$ cat src/rtl/cms_pkg.sv
// Shared constants and types for the CMS AXI-Stream unpacker.
// Also holds the width-legality check used at elaboration.
package cms_pkg;

  localparam int AXI_DATA_WIDTH = 1024;
  localparam int XLEN           = 64;

  typedef enum logic {
    IDLE = 1'b0,
    SEND = 1'b1
  } cms_unpack_state_t;

  // The wide word must split into a whole number (at least two) of narrow beats.
  function automatic bit cms_widths_ok(input int in_w, input int out_w);
    return (out_w > 0) && (in_w % out_w == 0) && (in_w / out_w >= 2);
  endfunction

endpackage

$ cat src/rtl/cms_stat_counter.sv
// 64-bit statistics counter; clear takes priority over increment.
module cms_stat_counter
  import cms_pkg::*;
(
  input  logic            clk,
  input  logic            rst,
  input  logic            inc,
  input  logic            clear,
  output logic [XLEN-1:0] count
);

  logic [XLEN-1:0] r_count;

  always_ff @(posedge clk or posedge rst) begin
    if (rst) begin
      r_count <= '0;
    end else if (clear) begin
      r_count <= '0;
    end else if (inc) begin
      r_count <= r_count + 1'b1;
    end
  end

  assign count = r_count;

endmodule

$ cat src/rtl/cms_axis_unpacker.sv
// Serialises one wide AXI-Stream packet into RATIO narrow beats, lowest slice first,
// with tlast propagation, upstream back-pressure and packet/stall statistics.
module cms_axis_unpacker
  import cms_pkg::*;
#(
  parameter  int IN_WIDTH  = AXI_DATA_WIDTH,
  parameter  int OUT_WIDTH = XLEN,
  localparam int RATIO     = IN_WIDTH / OUT_WIDTH,
  localparam int BIW       = $clog2(RATIO)
) (
  input  logic                 clk,
  input  logic                 rst,
  input  logic                 S_AXIS_tvalid,
  output logic                 S_AXIS_tready,
  input  logic [IN_WIDTH-1:0]  S_AXIS_tdata,
  input  logic                 S_AXIS_tlast,
  output logic                 M_AXIS_tvalid,
  input  logic                 M_AXIS_tready,
  output logic [OUT_WIDTH-1:0] M_AXIS_tdata,
  output logic                 M_AXIS_tlast,
  input  logic                 clear_counters,
  output logic                 busy,
  output logic [BIW-1:0]       beat_index,
  output logic [63:0]          pkt_count,
  output logic [63:0]          stall_count
);

  localparam logic [BIW-1:0] LAST_BEAT = BIW'(RATIO - 1);

  if (!cms_widths_ok(IN_WIDTH, OUT_WIDTH)) begin : g_width_check
    $error("cms_axis_unpacker: IN_WIDTH must be a multiple (>=2x) of OUT_WIDTH");
  end

  cms_unpack_state_t     r_state;
  cms_unpack_state_t     w_state_next;
  logic [IN_WIDTH-1:0]   r_buf;
  logic                  r_last;
  logic [BIW-1:0]        r_beat;

  logic                  w_s_tready;
  logic                  w_m_tvalid;
  logic                  w_s_hs;
  logic                  w_m_hs;
  logic                  w_last_beat;
  logic [OUT_WIDTH-1:0]  w_slice [RATIO];

  genvar gi;
  generate
    for (gi = 0; gi < RATIO; gi++) begin : g_slice
      assign w_slice[gi] = r_buf[gi*OUT_WIDTH +: OUT_WIDTH];
    end
  endgenerate

  assign w_last_beat = (r_beat == LAST_BEAT);
  assign w_s_hs      = S_AXIS_tvalid && w_s_tready;
  assign w_m_hs      = w_m_tvalid && M_AXIS_tready;

  always_comb begin
    w_state_next = r_state;
    w_s_tready   = 1'b0;
    w_m_tvalid   = 1'b0;
    unique case (r_state)
      IDLE: begin
        w_s_tready = 1'b1;
        if (S_AXIS_tvalid) begin
          w_state_next = SEND;
        end
      end
      SEND: begin
        w_m_tvalid = 1'b1;
        // Accepting the next packet while the last beat leaves keeps the stream gap-free.
        w_s_tready = w_last_beat && M_AXIS_tready;
        if (M_AXIS_tready && w_last_beat && !S_AXIS_tvalid) begin
          w_state_next = IDLE;
        end
      end
    endcase
  end

  always_ff @(posedge clk or posedge rst) begin
    if (rst) begin
      r_state <= IDLE;
      r_buf   <= '0;
      r_last  <= 1'b0;
      r_beat  <= '0;
    end else begin
      r_state <= w_state_next;
      if (w_s_hs) begin
        r_buf  <= S_AXIS_tdata;
        r_last <= S_AXIS_tlast;
        r_beat <= '0;
      end else if (w_m_hs && !w_last_beat) begin
        r_beat <= r_beat + 1'b1;
      end
    end
  end

  assign S_AXIS_tready = w_s_tready;
  assign M_AXIS_tvalid = w_m_tvalid;
  assign M_AXIS_tdata  = w_slice[r_beat];
  assign M_AXIS_tlast  = (r_state == SEND) && r_last && w_last_beat;
  assign busy          = (r_state == SEND);
  assign beat_index    = r_beat;

  cms_stat_counter u_pkt_count (
    .clk   (clk),
    .rst   (rst),
    .inc   (w_s_hs),
    .clear (clear_counters),
    .count (pkt_count)
  );

  cms_stat_counter u_stall_count (
    .clk   (clk),
    .rst   (rst),
    .inc   (w_m_tvalid && !M_AXIS_tready),
    .clear (clear_counters),
    .count (stall_count)
  );

endmodule
$ cat config.mk
export PLATFORM = sky130hd
export DESIGN_NAME = cms_axis_unpacker
export DESIGN_NICKNAME = d
export VERILOG_FILES = /design/src/rtl/cms_pkg.sv /design/src/rtl/cms_stat_counter.sv /design/src/rtl/cms_axis_unpacker.sv
export SDC_FILE = /design/constraint.sdc
export NUM_CORES = 2
export LEC_CHECK = 0
export ABC_CLOCK_PERIOD_IN_PS = 117200
export BUFFER_PORTS_ARGS = -buffer_cell sky130_fd_sc_hd__buf_2
export CORE_AREA = 2 2 481 483
export DETAILED_ROUTE_END_ITERATION = 8
export DIE_AREA = 0 0 483 485
export HOLD_SLACK_MARGIN = 0.12
export PLACE_DENSITY_LB_ADDON = 0.3
export REMOVE_ABC_BUFFERS = 1
export SYNTH_ARGS = -nofsm -noshare
export SYNTH_HDL_FRONTEND = slang
export SYNTH_SLANG_ARGS = --single-unit
$ cat constraint.sdc
create_clock -name clk -period 117.2 [get_ports clk]
set_input_delay 17.58 -clock clk [delete_from_list [all_inputs] [get_ports clk]]
set_output_delay 17.58 -clock clk [all_outputs]
set_load 0.01 [all_outputs]
==> impl_results.md <==
- Top_reg_cell synth: dfrtp_1
- Initial DRC count: between 3000 and 4000
- Synth top area share: 0.542
- R2R Path Start: beat_index[2]
- CTS tree: built
- Least-Margin Pin Slew: around 1.2 ns
- Clock sink total: about 1200
- WHS: ~0.47 ns
- Vias in the first global route: between 40000 and 50000
- Fin crit period: between 30 and 40 ns
- H-tree levels: 4
- Commonest cells post-synth: nand2_1 (3204), dfrtp_1 (1158), clkbuf_1 (297), mux2i_1 (257)
- Post-DR vias/cell: between 4 and 5
- Slew headroom: 0.203
- Vias: between 40000 and 50000
- WS Path Type: in -> out
- GR Util All Layers: 0.179
- Largest stage delay on the critical path: 0.33 ns
- Biggest area consumer among synthesized cells: dfrtp_1
- Final hold violations: 0
- Outcome: complete, no violations
- CTS root buf: clkbuf_16
- Fmax: 27.7 MHz
- Synth top area cells: dfrtp_1 (54%), nand2_1 (22%), mux4_2 (5.4%)
- Cell with the most instances after synthesis: nand2_1
- Cell Area, Synth: between 0.05 and 0.06 mm²
- Die area: 0.234 mm²
- Layout cells sized above 1: 0.237
- Switching power: a little under 0.0006 W
- Routed wire per std cell: 21.0 µm
- Max-cap violation count: 0
- Routability cong.: roughly 0.91
- Starting Density: 0.233
- Sequential Area: between 0.02 and 0.03 mm²
- Origin of the worst min-delay path: r_buf[170]
- Setup Skew: approximately 0.040 ns
- Yosys synthesis warning count: 0
- Post-CTS sizing: 0
- Global-route wire length before repair: 317000 µm
- DRT Pass-1 Iters: 7
- Initial antenna violation count: 161
- GRT overflow: 0
- Nets: slightly above 8000
- Flop2flop setup slack: between 100 and 150 ns
- Worst-Skew Late Latency: slightly below 0.8 ns
- CP startpoint kind: input port
- Worst Hold Class: reg -> reg
- Total Power: approximately 0.0016 W
- Top delay family on crit path: simple AND/OR/NAND/NOR gates
- Multi-input logic area: around 0.023 mm²
- WP data required: around 100 ns
- Switching share of power: 0.364
- P_int: 0.00103 W
- Final setup TNS: 0 ns
- Overall die width: 483 µm
- Worst r2r path cells: 12
- Reg2reg end: r_buf[863]
- Post-route ant nets: 0
- Crit path capture type: output port
- Number of flops mapped to enable cells by yosys: 0
- Cells after synthesis: around 5900
- Fraction of registers with async set/reset: 1.00
- Cell Chain, Critical Path: buf_2 -> nand4_1 -> nand2_1 -> buf_2
- Post-cts hold buffer count: 0
- Logic pwr share: 0.317
- Seq pwr share: 0.406
- Crit-path most repeated cell: buf_2
- Final wirelength: 214000 µm
- Detailed placer's ending HPWL: roughly 150000 µm
- Avg Cell Area, Syn: 8.99 µm²
- Slew Viols, Final: 0
- Core footprint: about 0.23 mm²
- Fin crit share: 0.308
- #FFs+latches synth: 1158
- P&R area growth vs syn: 26.2%
- CTS Buffer Depth: 3
- Clk slew on worst S/H paths: 0.05 ns
- Post-synth cell types: between 40 and 50
- Worst Path Buf+Inv: 2
- Power per cell area: approximately 24 mW/mm²
- Clock buffer count from CTS: ~140
- Largest net degree at the start of global routing: 192
- Crit path DAT: approximately 19 ns
- Hold Crit Endpoint: r_buf[170]
- Hold Crit Depth: 2
- Final Setup Violations: 0
- IO Count: approximately 1200
- Slowest stage cell, crit path: nand2_1
- Crit path max fanout: 9
- Fillers: 24500
- Seq/Total Area, Yosys: 0.542
- Number of cell rows: about 180
- DRC Markers: 0
- Maximum vdd drop: about 0.013 mV
- Die H: slightly below 500 µm
- RSZ-0062 raised after global routing: false
- Clock share of power: 0.277
- Port Buffers: roughly 1200
- Leak Pwr: 34.8 nW
- Post-CTS Setup Repair Bufs: 0
==> logic make-up (layout without fill, tap and decap cells) <==
family	count (synthesis)	after routing	share of synthesized area
AO/OA/AOI/OAI	375	375	0.0487
XOR/XNOR	60	60	0.00983
adder cells (fa/ha/maj)	3	3	0.000702
buffers and inverters	381	1560	0.0283
flip-flops	1158	1158	0.542
multiplexers	397	397	0.105
other	0	66	0
AND/OR/NAND/NOR	3573	3573	0.266
==> worst min-delay path, delay by kind of cell (launching register included) <==
kind | cells | cell delay [ns]
and+or+nand+nor | 2 | 0.10
DFF | 1 | 0.33
==> sequential cells by signal, summed over array words and instances (netlist names) <==
| name | flops |
|---|---|
| beat_index | 4 |
| busy | 1 |
| r_buf | 1024 |
| r_last | 1 |
| u_pkt_count.count | 64 |
| u_stall_count.count | 64 |
==> metal layers <==
metal | routed length, µm | global-route usage
met3 | 15800 | 0.0537
met5 | 982 | 0
met2 | 102000 | 0.292
met1 | 88900 | 0.222
met4 | 6960 | 0.0644
==> worst max path at each step <==
stage                  startpoint            end  slack [ns]  cells after the start
global placement    M_AXIS_tready  S_AXIS_tready       81.11                      4
detailed placement  M_AXIS_tready  S_AXIS_tready       81.12                      4
global route        M_AXIS_tready  S_AXIS_tready       81.05                      4
CTS                 M_AXIS_tready  S_AXIS_tready       81.11                      4
finish              M_AXIS_tready  S_AXIS_tready       81.11                      4
floorplan                     rst  beat_index[0]       67.00                      1
==> placed cells by master, fill, tap and decap left out, drive strengths merged, types with 2 or more instances in the layout <==
cell type,synthesis,final
a21oi,56,56
a221oi,128,128
a22oi,64,64
and2,8,8
and3,13,13
and4,8,8
buf,73,1296
bufinv,0,8
clkbuf,298,207
clkinv,0,26
clkinvlp,0,3
dfrtp,1158,1158
diode,0,66
ha,3,3
inv,10,20
mux2,12,12
mux2i,257,257
mux4,128,128
nand2,3204,3204
nand2b,2,2
nand3,55,55
nand4,53,53
nand4b,6,6
nor2,101,101
nor2b,17,17
nor3,19,19
nor4,22,22
o21ai,96,96
o31ai,25,25
o41ai,4,4
or2,5,5
or3,27,27
or4,29,29
xnor2,20,20
xor2,40,40
==> per-stage QoR <==
step	area, µm²	std cells	setup slack (ns)	util
after detailed placement	62600	9898	81.12	0.273
after CTS	67300	10200	81.11	0.294
final	67500	10200	81.11	0.295
after global placement	62600	9898	81.11	0.273
after floorplan	52000	5576	67.00	-
after global routing	67400	10200	81.05	0.294
==> layout make-up <==
cell class / instances / area share
Inverter: 10 / 0.000742
Antenna cell: 66 / 0.00245
Multi-Input combinational cell: 4408 / 0.341
Sequential cell: 1158 / 0.430
Clock buffer: 207 / 0.0606
Clock inverter: 47 / 0.00987
Timing Repair Buffer: 1296 / 0.0996
Tap cell: 3026 / 0.0561
==> power groups by stage <==
stage	registers (W)	clock network [W]	logic [W]
after global placement	0.000659	0	0.000515
after detailed placement	0.000666	0	0.000523
after floorplan	0.000653	0	0.000430
final	0.000660	0.000451	0.000514
after CTS	0.000660	0.000465	0.000526
after global routing	0.000678	0.000481	0.000576
Note: power is estimated with default switching activity, not from simulation.
